File: config.mk
export PLATFORM = sky130hd
export DESIGN_NAME = alu_seq_n
export DESIGN_NICKNAME = d
export VERILOG_FILES = /design/src/rtl/alu_seq_n.sv
export SDC_FILE = /design/constraint.sdc
export NUM_CORES = 1
export LEC_CHECK = 0
export ABC_AREA = 1
export CAP_MARGIN = 20
export CORE_AREA = 2 2 52 54
export CTS_CLUSTER_SIZE = 16
export DETAILED_ROUTE_END_ITERATION = 8
export DIE_AREA = 0 0 54 56
export HOLD_SLACK_MARGIN = 0.02
export MAX_ROUTING_LAYER = met4
export PLACE_DENSITY = 0.93
export SYNTH_ARGS = -nofsm -noshare
export SYNTH_HDL_FRONTEND = slang
export SYNTH_SLANG_ARGS = --single-unit
File: constraint.sdc
create_clock -name clk -period 4.1 [get_ports clk]
set_input_delay 0.41 -clock clk [delete_from_list [all_inputs] [get_ports clk]]
set_output_delay 0.41 -clock clk [all_outputs]
set_load 0.02 [all_outputs]
File: src/rtl/alu_seq_n.sv
// alu_seq_n -- clocked, parametrised ALU with start/done handshake.
//
// Latches A, B and op when start is seen while not busy, and delivers a
// registered 2W-bit result in ALUout with a one-cycle done pulse.
// Single-cycle ops complete at the accept edge. MUL optionally runs as a
// W-cycle shift-add multiplier.
//
// Configuration macro: ALU_SEQ_MUL_EN
//   defined   : op 010 is a multi-cycle unsigned multiply (IDLE/MUL FSM)
//   undefined : op 010 completes in one cycle with ALUout = 0, busy tied 0
//
// Ports:
//   clk     in   1    system clock, rising edge
//   resetn  in   1    synchronous reset, active-low
//   start   in   1    request, accepted only while busy == 0
//   op      in   3    operation select, sampled on accept
//   A       in   W    operand A, sampled on accept
//   B       in   W    operand B, sampled on accept
//   ALUout  out  2W   registered result, held until next completion
//   busy    out  1    high while the multiplier iterates
//   done    out  1    one-cycle pulse after ALUout is updated

module alu_seq_n #(
    parameter int unsigned W = 4
) (
    input  logic             clk,
    input  logic             resetn,
    input  logic             start,
    input  logic [2:0]       op,
    input  logic [W-1:0]     A,
    input  logic [W-1:0]     B,
    output logic [2*W-1:0]   ALUout,
    output logic             busy,
    output logic             done
);

    localparam int unsigned RW = 2 * W;

    logic [RW-1:0] r_alu;
    logic          r_done;
    logic [RW-1:0] w_single;
    logic          w_accept;

    assign ALUout = r_alu;
    assign done   = r_done;

    // Result of every single-cycle op, computed from the live inputs so it
    // can be registered directly at the accept edge.
    always_comb begin
        w_single = '0;
        case (op)
            3'b000: w_single = RW'(A) + RW'(B);
            3'b001: w_single = r_alu + RW'(A);
            3'b010: w_single = '0;
            3'b011: w_single = {A | B, A ^ B};
            3'b100: w_single = RW'(|{A, B});
            3'b101: w_single = RW'(&{A, B});
            3'b110: w_single = {A, B};
            // Shift amounts >= RW drop every bit, giving 0 naturally.
            3'b111: w_single = RW'(A) << B;
            default: w_single = '0;
        endcase
    end

`ifdef ALU_SEQ_MUL_EN

    localparam int unsigned CW = $clog2(W);

    typedef enum logic {
        S_IDLE,
        S_MUL
    } state_t;

    state_t        r_state;
    state_t        w_state_nxt;
    logic [RW-1:0] r_partial;
    logic [RW-1:0] r_mcand;
    logic [W-1:0]  r_mplier;
    logic [CW-1:0] r_cnt;
    logic [RW-1:0] w_partial_add;
    logic          w_last;

    assign busy          = (r_state == S_MUL);
    assign w_accept      = start && !busy;
    assign w_last        = busy && (r_cnt == CW'(W - 1));
    assign w_partial_add = r_partial + (r_mplier[0] ? r_mcand : '0);

    always_ff @(posedge clk) begin
        if (!resetn) begin
            r_state <= S_IDLE;
        end else begin
            r_state <= w_state_nxt;
        end
    end

    always_comb begin
        w_state_nxt = r_state;
        case (r_state)
            S_IDLE:  if (w_accept && op == 3'b010) w_state_nxt = S_MUL;
            S_MUL:   if (w_last) w_state_nxt = S_IDLE;
            default: w_state_nxt = S_IDLE;
        endcase
    end

    always_ff @(posedge clk) begin
        if (!resetn) begin
            r_alu     <= '0;
            r_done    <= 1'b0;
            r_partial <= '0;
            r_mcand   <= '0;
            r_mplier  <= '0;
            r_cnt     <= '0;
        end else begin
            r_done <= 1'b0;
            if (w_accept) begin
                if (op == 3'b010) begin
                    r_partial <= '0;
                    r_mcand   <= RW'(A);
                    r_mplier  <= B;
                    r_cnt     <= '0;
                end else begin
                    r_alu  <= w_single;
                    r_done <= 1'b1;
                end
            end
            if (busy) begin
                r_partial <= w_partial_add;
                r_mcand   <= r_mcand << 1;
                r_mplier  <= r_mplier >> 1;
                r_cnt     <= r_cnt + CW'(1);
                // Commit on the last iteration using the in-flight sum so
                // ALUout only ever shows the finished product.
                if (w_last) begin
                    r_alu  <= w_partial_add;
                    r_done <= 1'b1;
                end
            end
        end
    end

`else

    assign busy     = 1'b0;
    assign w_accept = start;

    always_ff @(posedge clk) begin
        if (!resetn) begin
            r_alu  <= '0;
            r_done <= 1'b0;
        end else begin
            r_done <= 1'b0;
            if (w_accept) begin
                r_alu  <= w_single;
                r_done <= 1'b1;
            end
        end
    end

`endif

endmodule
# Yosys cells after proc, flatten, opt, wreduce, memory -nomap -nowiden
# Cells that the tools add are included.
# Widths: inputs -> output; s select.
# totals
register_bits,9
input_bits,14
output_inout_bits,10
elab_cells,19
# op_classes
n_addsub,2
eq_ne,7
shift,1
n_mux,2
bitwise,2
n_reduce_logical,3
# op_table
cell,n
$pmux 8 s8,1
$eq 3x3->1 const B,4
$add 8x4->8,1
$reduce_and 8->1,1
$reduce_or 8->1,1
$shl 4x4->8,1
$eq 3x2->1 const B,2
$add 4x4->5,1
$or 4x4->4,1
$xor 4x4->4,1
$eq 3x1->1 const B,1
$logic_not 3->1,1
$mux 1,1

# Depth between registers and ports, before layout
# logic_depth
word_depth,2
depth_mapped,11
mapped_depth_nobuf,11

# Worst setup path after synthesis
# No wires, ideal clock.
# synth_path
path_type,input port to flip-flop
startpoint,input port B[1]
endpoint,"register r_alu[4], in the netlist ALUout[4]"
setup_ps,70
arrival_ps,1749
required_ps,4030
setup_slack_ps,2282
path_stages,9
n_path_buf,1
cell_sequence,buf_2 inv_1 fa_1 or2_2 nand2_1 a21oi_1 a21oi_1 nand2_1 a21oi_1
# synth_via
elab_chain_len,2
elab_cells_between_ends,3
classes_between,add/sub (1); shift (1); mux (1)
# synth_lines
item,line,rtl
"start, declared",31,"input logic [W-1:0] B,"
$add 4x4->5 / $shl 4x4->8 (equally long branches),"52, 60",
$pmux 8 s8 (*),51,case (op)
"end signal, assigned",153,r_alu <= w_single;
"end, declared",39,logic [RW-1:0] r_alu;
# Mark *: on every way between the ends. The rest lies on a longest branch, timed or not.
# A chain may end at the register's enable or synchronous reset.

# Final worst setup path
# layout_path
startpoint,input port A[1]
endpoint,"register r_alu[4], in the netlist ALUout[4]"
# layout_via
elab_chain_len,2
elab_cells_between_ends,4
classes_between,add/sub (2); shift (1); mux (1)
# layout_lines
item,line,rtl
"start, declared",30,"input logic [W-1:0] A,"
$add 8x4->8 (tied with other cells),53,3'b001: w_single = r_alu + RW'(A);
$pmux 8 s8 (*),51,
# Marks and branches as above.

==> impl_metrics.toml <==
[global_route]
grt_overflow_total = 0
grt_usage_pct = 27.90
grt_max_degree = 11
grt_first_pass_wirelength_um = 6223
grt_pass1_vias = 1360
antenna_found_initial = 0

[logic_synthesis]
synth_top_area_share_pct = 17.94
ys_ff_latch = 9
syn_area_per_cell_um2 = 5.673
synth_area_leader_cell = "nand2_1"
syn_area_mm2 = 0.001339
postSynthCellCount = 236
yosysWarningCount = 0
synth.yosys.seq_area_share_pct = 13.46
synth_nets = 265
synth_area_leaders = "nand2_1, dfxtp_1, ha_1, inv_1, nand3_1"
yosysUniqueCellTypes = 28

[timing]
rsz0062_at_grt = "no"
period_share_pct = 54.80
fin_crit_ns = 2.247
finClkSkew_ns = 0.002795
slew_viol_final = 0
setup-tns-final_ns = 0
fmax_mhz = 445.1
finalSetupViolations = 0
finalHoldViolCount = 0

[drt]
vias = 1594
routedWlPerCell_um = 13.27
viasPerCell = 5.593
final_antenna_net_count = 0
drc = 0
drt-total-wl_um = 3783
drt_iter0_drc = 87
firstDrtPassIters = 5

[cells_and_area]
diodes = 0
final_nets = 285
layout_commonest_cell = "nand2_1"
drive_gt1_share_pct = 4.314
final.fill_count = 254
areaGrowthSynthToFinish_pct = 18.41
final_cell_mix = "nand2_1, inv_1, nand3_1"

[placement]
port_buffers = 22
dp_hpwl_um = 3069
gp_congestion = 1.013

[worst_setup_path]
crit_path_top_delay_cell = "clkdlybuf4s50_1"
critPathMaxStageDelay_ns = 0.64
required_ns = 4.31
crit_path_start_kind = "primary input"
crit_chain = "clkdlybuf4s50_1 > inv_1 > fa_1 > or2_2 > nand2_1 > a21oi_1 > a21oi_1 > nand2_1 > a21oi_1"
cp-end-kind = "register"
critPathMaxFanout = 7
critical_path_class = "in -> reg"
arrival_ns = 2.46
crit_top_cell = "a21oi_1"

[clock_network]
cts.sink_count = 9
root_buffer = "clkbuf_4"
ctsResizeCount = 0
cts_buffers = 3
hold_buffers = 0
clk_latency_ns = 0.28
cts_setup_buffers = 0
htree_levels = 1
max-clock-path-buffers = 2
clkSlewWorstSetupHoldPaths_ns = 0.07
cts_tree = "done"

[power]
p_leak_nw = 0.7871
finalPower_mw = 0.3000
power_density_mw_per_mm2 = 189.3
peakVddDrop_mv = 0.2568

[status]
status = "completed"

[run]
cap_violations = 0

[die]
die-height_um = 56
num_io_pins = 24
start_util_pct = 55.04
die_x_um = 54
dieArea_mm2 = 0.003024
coreArea_mm2 = 0.002432
core.rowCount = 18

[min_path]
hold_path.class = "reg -> reg"
## area by class of cell
class	count	area, µm²	share of cell area, %
repair buffers	22	220.2	13.89
inverters	42	157.7	9.945
multi-input cells	178	962.2	60.69
clock inverters	1	5.005	0.3157
flip-flops and latches	9	180.2	11.37
well taps	30	37.54	2.368
clock buffers	3	22.52	1.421
## stage by stage
stage	utilization [%]	hold WS, ns	instances	instance area, µm²	setup WS, ns
6_report	65.17	0.4976	285	1585	1.853
3_3_place_gp	64.04	0.4783	281	1558	1.606
5_1_grt	65.17	0.5283	285	1585	1.715
3_5_place_dp	64.04	0.4862	281	1558	1.573
2_1_floorplan	-	0.5076	236	1339	2.282
4_1_cts	65.17	0.4982	285	1585	1.857
## synth_stat cells
| master | instances |
|---|---|
| nand3_1 | 23 |
| nand2_1 | 64 |
| nor3_2 | 2 |
| fa_1 | 2 |
| o211ai_1 | 1 |
| or2_0 | 1 |
| o21ai_1 | 1 |
| nand4_1 | 11 |
| a21oi_2 | 1 |
| nand3_2 | 1 |
| buf_2 | 3 |
| inv_2 | 2 |
| o21ai_0 | 10 |
| conb_1 | 1 |
| a21oi_1 | 13 |
| inv_1 | 39 |
| or2_2 | 1 |
| nor3_1 | 3 |
| a21boi_0 | 1 |
| clkbuf_2 | 1 |
| clkinv_1 | 1 |
| ha_1 | 13 |
| buf_4 | 2 |
| o22ai_1 | 4 |
| nand3b_1 | 3 |
| clkbuf_1 | 1 |
| dfxtp_1 | 9 |
| nor2_1 | 22 |
## critical path, delay by kind of cell
family,cells,cell delay [ns]
and+or+nand+nor,3,0.45
adders and majority gates,1,0.47
AOI/OAI and AO/OA,3,0.28
buffers and inverters,2,0.85
## sequential cells by signal (all words and copies together), names as in the netlist
signal / cells
done: 1
ALUout: 8
## final timing paths
| path | from | endpoint | slack, ns | cells after the start |
|---|---|---|---|---|
| hold / removal | ALUout[6] | ALUout[6] | 0.50 | 2 |
| setup / recovery | A[1] | ALUout[4] | 1.85 | 9 |
| hold reg to reg | ALUout[6] | ALUout[6] | 0.50 | 2 |
| setup reg to reg | ALUout[0] | ALUout[2] | 2.34 | 10 |
## power by group
group          total, mW  switching, mW  leakage, nW  internal [mW]
clock             0.0733         0.0371       0.0177         0.0362
sequential        0.0974        0.00506       0.0738         0.0924
combinational      0.129         0.0793        0.696         0.0500
total              0.300          0.121        0.787          0.179
## cell families after synthesis
logic type      synth area share, %
compound gates                12.62
fa+ha+maj                     15.14
buf+inv                       14.67
flops                         13.46
other cells                  0.2801
simple gates                  43.83
## layer usage
| layer | wire [µm] | share of wire (%) | track usage [%] |
|---|---|---|---|
| met5 | 0 | 0 | - |
| met4 | 35 | 0.93 | 6.786 |
| met3 | 296 | 7.8 | 4.570 |
| met2 | 1729 | 46 | 41.29 |
| met1 | 1722 | 46 | 39.15 |
No activity file was read; power rests on OpenSTA's default activity.
